$ cat config.mk
export PLATFORM = sky130hd
export DESIGN_NAME = mvm_stream
export DESIGN_NICKNAME = d
export VERILOG_FILES = /design/src/rtl/mvm_stream.sv
export SDC_FILE = /design/constraint.sdc
export NUM_CORES = 1
export LEC_CHECK = 0
export ABC_AREA = 1
export BUFFER_PORTS_ARGS = -buffer_cell sky130_fd_sc_hd__buf_2
export CAP_MARGIN = 10
export CORE_AREA = 4 4 204 206
export CTS_CLUSTER_SIZE = 28
export DETAILED_ROUTE_END_ITERATION = 10
export DIE_AREA = 0 0 208 210
export SETUP_SLACK_MARGIN = 0.02
export SLEW_MARGIN = 0
export SYNTH_ARGS = -nofsm -noshare
export SYNTH_HDL_FRONTEND = slang
export SYNTH_SLANG_ARGS = --single-unit
$ cat constraint.sdc
create_clock -name clk -period 5.5 [get_ports clk]
set_input_delay 0.275 -clock clk [delete_from_list [all_inputs] [get_ports clk]]
set_output_delay 0.275 -clock clk [all_outputs]
set_load 0.01 [all_outputs]
$ cat src/rtl/mvm_stream.sv
// Streaming signed ROWS x COLS matrix-vector multiplier (y = A*x) with stored-matrix reuse.
// Define MVM_SAT_EN to saturate each result to OUTPUT_WIDTH; otherwise results wrap.
module mvm_stream #(
   parameter int ROWS         = 3,
   parameter int COLS         = 3,
   parameter int INPUT_WIDTH  = 8,
   parameter int OUTPUT_WIDTH = 16
) (
   input  logic                           clk,
   input  logic                           reset,
   input  logic                           start,
   input  logic                           reuse_mat,
   input  logic signed [INPUT_WIDTH-1:0]  s_data,
   input  logic                           s_valid,
   output logic                           s_ready,
   output logic signed [OUTPUT_WIDTH-1:0] m_data,
   output logic                           m_valid,
   input  logic                           m_ready,
   output logic                           busy,
   output logic                           done
);
   localparam int MN    = ROWS * COLS;
   localparam int ACC_W = 2 * INPUT_WIDTH + $clog2(COLS) + 1;
   localparam int EXT_W = ((ACC_W > OUTPUT_WIDTH) ? ACC_W : OUTPUT_WIDTH) + 1;
   localparam int CW    = $clog2(MN + 1);
   localparam int XW    = (COLS > 1) ? $clog2(COLS) : 1;
   localparam int RW    = (ROWS > 1) ? $clog2(ROWS) : 1;

   localparam logic [CW-1:0] A_LAST   = CW'(MN - 1);
   localparam logic [CW-1:0] X_LAST   = CW'(COLS - 1);
   localparam logic [CW-1:0] MAC_END  = CW'(MN);
   localparam logic [XW-1:0] COL_LAST = XW'(COLS - 1);
   localparam logic [RW-1:0] ROW_LAST = RW'(ROWS - 1);

   typedef enum logic [2:0] {
      IDLE    = 3'd0,
      LOAD_A  = 3'd1,
      LOAD_X  = 3'd2,
      COMPUTE = 3'd3,
      OUTPUT  = 3'd4
   } state_t;

   state_t                          state_r;
   logic [CW-1:0]                   idx_r;
   logic [XW-1:0]                   col_r;
   logic [RW-1:0]                   row_r;
   logic [RW-1:0]                   out_idx_r;
   logic                            mat_loaded_r;
   logic                            s_ready_r;
   logic                            m_valid_r;
   logic                            busy_r;
   logic                            done_r;
   logic signed [OUTPUT_WIDTH-1:0]  m_data_r;
   logic signed [ACC_W-1:0]         acc_r;
   logic signed [INPUT_WIDTH-1:0]   a_mem_r [MN];
   logic signed [INPUT_WIDTH-1:0]   x_mem_r [COLS];
   logic signed [OUTPUT_WIDTH-1:0]  y_mem_r [ROWS];

   logic signed [INPUT_WIDTH-1:0]   a_sel_s;
   logic signed [2*INPUT_WIDTH-1:0] prod_s;
   logic signed [ACC_W-1:0]         acc_sum_s;

   assign s_ready = s_ready_r;
   assign m_valid = m_valid_r;
   assign m_data  = m_data_r;
   assign busy    = busy_r;
   assign done    = done_r;

   function automatic logic signed [OUTPUT_WIDTH-1:0] fit_out(input logic signed [ACC_W-1:0] v);
`ifdef MVM_SAT_EN
      logic signed [EXT_W-1:0] ext;
      logic signed [EXT_W-1:0] hi;
      logic signed [EXT_W-1:0] lo;
      ext = EXT_W'(v);
      hi  = {{(EXT_W - OUTPUT_WIDTH + 1){1'b0}}, {(OUTPUT_WIDTH - 1){1'b1}}};
      lo  = ~hi;
      if (ext > hi) begin
         fit_out = hi[OUTPUT_WIDTH-1:0];
      end else if (ext < lo) begin
         fit_out = lo[OUTPUT_WIDTH-1:0];
      end else begin
         fit_out = ext[OUTPUT_WIDTH-1:0];
      end
`else
      fit_out = OUTPUT_WIDTH'(v);
`endif
   endfunction

   // MAC datapath: current A element times current x element, added to the row accumulator
   always_comb begin
      a_sel_s = {INPUT_WIDTH{1'b0}};
      if (mat_loaded_r && (idx_r < MAC_END)) begin
         a_sel_s = a_mem_r[idx_r];
      end else begin
         a_sel_s = {INPUT_WIDTH{1'b0}};
      end
      prod_s    = a_sel_s * x_mem_r[col_r];
      acc_sum_s = acc_r + ACC_W'(prod_s);
   end

   // Transaction FSM with operand storage and registered handshake outputs
   always_ff @(posedge clk or negedge reset) begin
      if (!reset) begin
         state_r      <= IDLE;
         idx_r        <= {CW{1'b0}};
         col_r        <= {XW{1'b0}};
         row_r        <= {RW{1'b0}};
         out_idx_r    <= {RW{1'b0}};
         mat_loaded_r <= 1'b0;
         s_ready_r    <= 1'b0;
         m_valid_r    <= 1'b0;
         busy_r       <= 1'b0;
         done_r       <= 1'b0;
         m_data_r     <= {OUTPUT_WIDTH{1'b0}};
         acc_r        <= {ACC_W{1'b0}};
         for (int i = 0; i < MN; i++) a_mem_r[i] <= {INPUT_WIDTH{1'b0}};
         for (int i = 0; i < COLS; i++) x_mem_r[i] <= {INPUT_WIDTH{1'b0}};
         for (int i = 0; i < ROWS; i++) y_mem_r[i] <= {OUTPUT_WIDTH{1'b0}};
      end else begin
         done_r <= 1'b0;
         case (state_r)
            IDLE: begin
               if (start) begin
                  busy_r    <= 1'b1;
                  s_ready_r <= 1'b1;
                  idx_r     <= {CW{1'b0}};
                  state_r   <= reuse_mat ? LOAD_X : LOAD_A;
               end
            end
            LOAD_A: begin
               if (s_valid && s_ready_r) begin
                  a_mem_r[idx_r] <= s_data;
                  if (idx_r == A_LAST) begin
                     idx_r        <= {CW{1'b0}};
                     mat_loaded_r <= 1'b1;
                     state_r      <= LOAD_X;
                  end else begin
                     idx_r <= idx_r + CW'(1);
                  end
               end
            end
            LOAD_X: begin
               if (s_valid && s_ready_r) begin
                  x_mem_r[idx_r[XW-1:0]] <= s_data;
                  if (idx_r == X_LAST) begin
                     s_ready_r <= 1'b0;
                     idx_r     <= {CW{1'b0}};
                     col_r     <= {XW{1'b0}};
                     row_r     <= {RW{1'b0}};
                     acc_r     <= {ACC_W{1'b0}};
                     state_r   <= COMPUTE;
                  end else begin
                     idx_r <= idx_r + CW'(1);
                  end
               end
            end
            COMPUTE: begin
               if (idx_r == MAC_END) begin
                  m_valid_r <= 1'b1;
                  m_data_r  <= y_mem_r[0];
                  out_idx_r <= {RW{1'b0}};
                  state_r   <= OUTPUT;
               end else begin
                  idx_r <= idx_r + CW'(1);
                  if (col_r == COL_LAST) begin
                     y_mem_r[row_r] <= fit_out(acc_sum_s);
                     acc_r          <= {ACC_W{1'b0}};
                     col_r          <= {XW{1'b0}};
                     row_r          <= row_r + RW'(1);
                  end else begin
                     acc_r <= acc_sum_s;
                     col_r <= col_r + XW'(1);
                  end
               end
            end
            OUTPUT: begin
               if (m_valid_r && m_ready) begin
                  if (out_idx_r == ROW_LAST) begin
                     m_valid_r <= 1'b0;
                     done_r    <= 1'b1;
                     busy_r    <= 1'b0;
                     state_r   <= IDLE;
                  end else begin
                     out_idx_r <= out_idx_r + RW'(1);
                     m_data_r  <= y_mem_r[out_idx_r + RW'(1)];
                  end
               end
            end
            default: begin
               s_ready_r <= 1'b0;
               m_valid_r <= 1'b0;
               busy_r    <= 1'b0;
               state_r   <= IDLE;
            end
         endcase
      end
   end

endmodule

# Word level (Yosys, flattened, before mapping)
# Index checks and enable logic that the tools add are counted.
totals:
  ff_bits: 197
  latch_bits: 0
  ram_bits: 0
  rom_bits: 0
  inputBits: 14
  out_inout_bits: 20
  wordCells: 165
  mem_count: 0
op_classes:
  n_addsub: 5
  n_mul: 1
  n_div: 0
  magnitude_cmp: 9
  eq_ne: 20
  shifts: 0
  mux: 69
  bitwise_logic: 9
  n_reduce_logical: 25
op_table:
  columns: ["operator", "n"]
  rows:
  - ["$mux 16", 6]
  - ["$mux 19", 4]
  - ["$bwmux 72", 1]
  - ["$mux 8", 7]
  - ["$bwmux 48", 1]
  - ["$pmux 19 s2", 1]
  - ["$bmux 16 s2", 1]
  - ["$bmux 8 s4", 1]
  - ["$demux 16 s2", 1]
  - ["$demux 8 s4", 1]
  - ["$pmux 16 s2", 1]
  - ["$bwmux 24", 1]
  - ["$mux 3", 8]
  - ["$mux 4", 6]
  - ["$ne 2x2->1 const B", 11]
  - ["$mux 2", 10]
  - ["$reduce_and 4->1", 5]
  - ["$add 19x16->19", 1]
  - ["$bmux 8 s2", 1]
  - ["$demux 8 s2", 1]
  - ["$mul 8x8->16", 1]
  - ["$pmux 4 s4", 1]
  - ["$pmux 3 s5", 1]
  - ["$ge 3x3->1 const B", 4]
  - ["27 further kinds", 62]

# Depth between registers and ports, before layout
logic_depth:
  depth_word: 10
  mapped_depth: 32
  depth_no_buf: 31

# Worst setup path before layout
# No wires, ideal clock.
synth_path:
  path_kind: "reg2reg"
  startpoint: "register idx_r[0]"
  endpoint: "register acc_r[13]"
  setup_time_ns: 0.118
  arrival_ns: 5.750
  t_required_ns: 5.382
  slack_ns: -0.368
  stages_incl_launch_ff: 24
  n_path_buf: 2
  synth_period_minus_slack_ns: 5.868
  cell_sequence: "dfrtp_1 -> buf_4 -> clkinv_1 -> buf_2 -> ha_1 -> nand2_1 -> a21oi_1 -> o21ai_0 -> nor2_1 -> inv_2 -> nor2_1 -> fa_1 -> fa_1 -> fa_1 -> fa_1 -> ha_1 -> ha_1 -> inv_1 -> nor3_1 -> nand2_1 -> a21oi_1 -> o21ai_0 -> nand3_1 -> nand2_1"
synth_via:
  elab_chain_cells: 10
  elab_cells_between_ends: 17
  cone_classes: "add/sub (1); mul (1); order compare (1); eq/ne (4); mux (7); bitwise (1); reduce/logical (2)"
synth_lines:
  columns: ["element", "line_no", "text"]
  rows:
  - ["from (decl)", "44", "logic [CW-1:0] idx_r;"]
  - ["from (signal assigned)", "105", "idx_r <= {CW{1'b0}};"]
  - ["from (signal assigned)", "126", "idx_r <= {CW{1'b0}};"]
  - ["from (signal assigned)", "134", "idx_r <= {CW{1'b0}};"]
  - ["$not 4->5 (not written as such)", "93", "a_sel_s = a_mem_r[idx_r];"]
  - ["$bmux 8 s4", "93", null]
  - ["$mux 8 (not written as such) (2 in a row)", "93", null]
  - ["$mux 8", "92", "if (mat_loaded_r && (idx_r < MAC_END)) begin"]
  - ["$mul 8x8->16", "97", "prod_s = a_sel_s * x_mem_r[col_r];"]
  - ["$add 19x16->19", "98", "acc_sum_s = acc_r + ACC_W'(prod_s);"]
  - ["$mux 19", "165", "if (col_r == COL_LAST) begin"]
  - ["$mux 19", "158", "if (idx_r == MAC_END) begin"]
  - ["$pmux 19 s2", "121", "case (state_r)"]
  - ["to (signal assigned)", "115", "acc_r <= {ACC_W{1'b0}};"]
  - ["to (signal assigned)", "167", "acc_r <= {ACC_W{1'b0}};"]
  - ["to (signal assigned)", "171", "acc_r <= acc_sum_s;"]
  - ["to (decl)", "54", "logic signed [ACC_W-1:0] acc_r;"]
# Parallel ways exist; a longest one is shown, timed or not. The select of a mux whose other input is x is not followed.
# A chain may end at the register's enable or synchronous reset.

# Worst setup path after layout
layout_path:
  startpoint: "register idx_r[0]"
  endpoint: "register y_mem_r[47] (netlist bit)"
layout_via:
  elab_chain_cells: 8
  elab_cells_between_ends: 13
  cone_classes: "add/sub (1); mul (1); order compare (1); eq/ne (1); mux (5); bitwise (2); reduce/logical (2)"
layout_lines:
  columns: ["element", "line_no", "text"]
  rows:
  - ["$not 4->5 (not written as such)", "93", null]
  - ["$bmux 8 s4", "93", null]
  - ["$mux 8 (not written as such) (2 in a row)", "93", null]
  - ["$mux 8", "92", null]
  - ["$mul 8x8->16", "97", null]
  - ["$add 19x16->19", "98", null]
  - ["$bwmux 48", "166", "y_mem_r[row_r] <= fit_out(acc_sum_s);"]
  - ["to (signal, indexed assignment)", "166", null]
  - ["to (decl)", "57", "logic signed [OUTPUT_WIDTH-1:0] y_mem_r [ROWS];"]
# Parallel ways exist; a longest one is shown, timed or not. The select of a mux whose other input is x is not followed.

==> out/metrics.yaml <==
yosysTopAreaCell: "dfrtp_1"
viasPerCell: 4.615
insertedDiodeCount: 0
final_nets: 1639
path_delay_family: "adder cells"
crit_type: "register to register"
drc: 0
postRouteAntennaNets: 0
synth_top_area_share_pct: 41.16
fmax_mhz: 181.5
synth-edff-count: 0
drt-total-wl_um: 29390
r2r_start: "idx_r[0]"
grt_pass1_wl_um: 50310
hold_viol_final: 0
critPathLaunch: "idx_r[0]"
synth_flop_cell: "dfrtp_1"
drt-initial-drc-count: 511
detail_route.wl_per_cell_um: 14.37
fin_ws_ps: -8.567
holdCritPathClass: "input port to register"
r2r-end: "y_mem_r[47]"
path_clk_slew_ps: 80
endpoint: "y_mem_r[47]"
synth_cell_type_count: 46
slew_viol_final: 0
synthArstFlopShare_pct: 100.0
synth.avg_cell_area_um2: 8.419
worst-path-max-fanout: 4
gp_congestion: 0.8287
netlist_top_cells_area: "dfrtp_1, fa_1, nand2_1"
mostFrequentLayoutCells: "nand2_1, dfrtp_1, o21ai_0, inv_1, nor2_1"
cts_inserted_buffers: 17
r2r_setup_slack_ps: -9
root_buffer: "clkbuf_16"
synth_seq_cells: 194
final_common_cell: "nand2_1"
initial_core_util_pct: 29.76
holdPathStages: 3
cts.sinks: 194
cts_tree: "yes"
grt_pass1_vias: 9768
max_stage_delay_ps: 520
start_kind: "register"
drive_above_1_share_pct: 21.50
drtPass1Iterations: 5
grt_max_degree: 81
syn2layout_area_growth_pct: 22.89
violations: "setup timing"
fp.dieW_um: 208
synth_area_um2: 11800
vias: 9442
htreeDepth: 4
portBuffers: 33
synth_nets: 1532
insertion_delay_ps: 460
cp.arrival_ps: 5860
clock_path_buffers: 2
ys_seq_area_share_pct: 41.16
cp.required_ps: 5850
die_area_um2: 43680
ios: 34
ys_warn_count: 0
fin_skew_ps: 14.79
worst_slew_pin_slew_ps: 755.0
setup.worst_path.end_class: "register"
status: "finished, violations left"
fin_util_pct: 36.57
die_y_um: 210
grt_overflow_total: 0
antenna_found_initial: 0
crit_top_cell: "fa_1"
crit_buf_inv: 9
postSynthCellCount: 1401
track_usage_pct: 13.87
path_depth: 29
rr_worst_depth: 29
slowest_stage: "fa_1"
dpl.hpwl_um: 21310
finalCritPeriodShare_pct: 100.2
fin_crit_ps: 5509
fillers: 4090
fp-row-count: 73
drv_cap: 0
post-place-cells: 2000
relSlewSlack_pct: 49.66
rsz0062_at_grt: "yes"
fin_cells: 2046
coreArea_um2: 39640
setup_viol: 3
==> kinds of logic (layout without fill, tap and decap cells) <==
logic type,after synthesis,after routing,share of synthesized area [%]
AOI/OAI and AO/OA,302,302,13.86
buffers and inverters,233,353,7.945
adders and majority gates,117,117,16.99
and+or+nand+nor,552,552,19.82
xor gates and xnor gates,3,3,0.2228
DFF,194,194,41.16
==> timing repair <==
item	CTS	global route
gates cloned	1	1
hold buffers	1	0
setup buffers	7	4
gates resized for setup	64	116
pin swaps	36	51
hold endpoints to repair	78	0
endpoints found under the setup margin	34	37
==> sequential cells by signal (all words and copies together), names as in the netlist <==
name	cells
m_valid	1
done	1
mat_loaded_r	1
y_mem_r	48
busy	1
s_ready	1
acc_r	16
col_r	2
m_data	16
a_mem_r	72
row_r	2
x_mem_r	24
idx_r	4
state_r	3
out_idx_r	2
==> synth_stat cells (3+ instances only) <==
cell type	instances
nand3_2	4
nor2_1	118
ha_1	45
o22ai_1	6
a21oi_1	13
buf_4	5
inv_2	15
o22ai_2	3
inv_1	166
o21a_1	7
o21ai_0	219
buf_2	14
o21ai_2	4
nand3_1	61
buf_6	3
nor3_1	7
fa_1	72
nand2_1	330
nand2_4	3
nor2_2	5
dfrtp_1	194
o31ai_1	3
nand2_2	8
o21ai_1	29
nor2_4	5
o211ai_1	12
clkbuf_1	26
==> per-stage QoR <==
| step | instance area, um^2 | worst slack (ps) | setup TNS, ps | hold slack, ps |
|---|---|---|---|---|
| final | 14500 | -8.567 | -15.35 | 105.4 |
| after global routing | 14500 | -226.6 | -4325 | 136.5 |
| after global placement | 13090 | -213.1 | -3408 | 349.8 |
| after CTS | 14080 | 22.81 | 0 | 95.63 |
| after floorplan | 11820 | 21.06 | 0 | -20.59 |
| after detailed placement | 13090 | -295.7 | -5692 | 356.1 |
==> cell type report <==
class | instances | area (um^2) | area share (%)
clock inverter | 15 | 224.0 | 1.545
inverter | 184 | 705.7 | 4.868
multi-input combinational | 974 | 6583 | 45.41
timing repair buffer | 137 | 1046 | 7.216
sequential | 194 | 4855 | 33.49
clock buffer | 17 | 425.4 | 2.935
tap | 525 | 656.9 | 4.532
==> worst reg2reg max path: cells and delay by family (launching register included) <==
| kind | cells | cell delay [ps] |
|---|---|---|
| AOI/OAI and AO/OA | 3 | 310 |
| buffers and inverters | 9 | 690 |
| adders and majority gates | 6 | 2810 |
| DFF | 1 | 440 |
| and+or+nand+nor | 11 | 1140 |
==> worst min path at each step <==
| stage | start | slack [ps] | end |
|---|---|---|---|
| global placement | reset | 350 | done |
| CTS | start | 100 | s_ready |
| finish | start | 110 | s_ready |
| floorplan | reset | -20 | a_mem_r[0] |
| global route | start | 140 | s_ready |
| detailed placement | reset | 360 | done |
==> metal layers <==
| metal | vias up | GRT usage [%] | routed length, um |
|---|---|---|---|
| met1 | 4600 | 19.25 | 14140 |
| met3 | 25 | 1.994 | 763 |
| met2 | 121 | 23.01 | 14110 |
| li1 | 4696 | - | - |
| met4 | 0 | 3.601 | 381 |
| met5 | - | 0 | 0 |
Power is not shown: default switching activity piles up to over one toggle a cycle in this logic, so the estimate is an artifact.
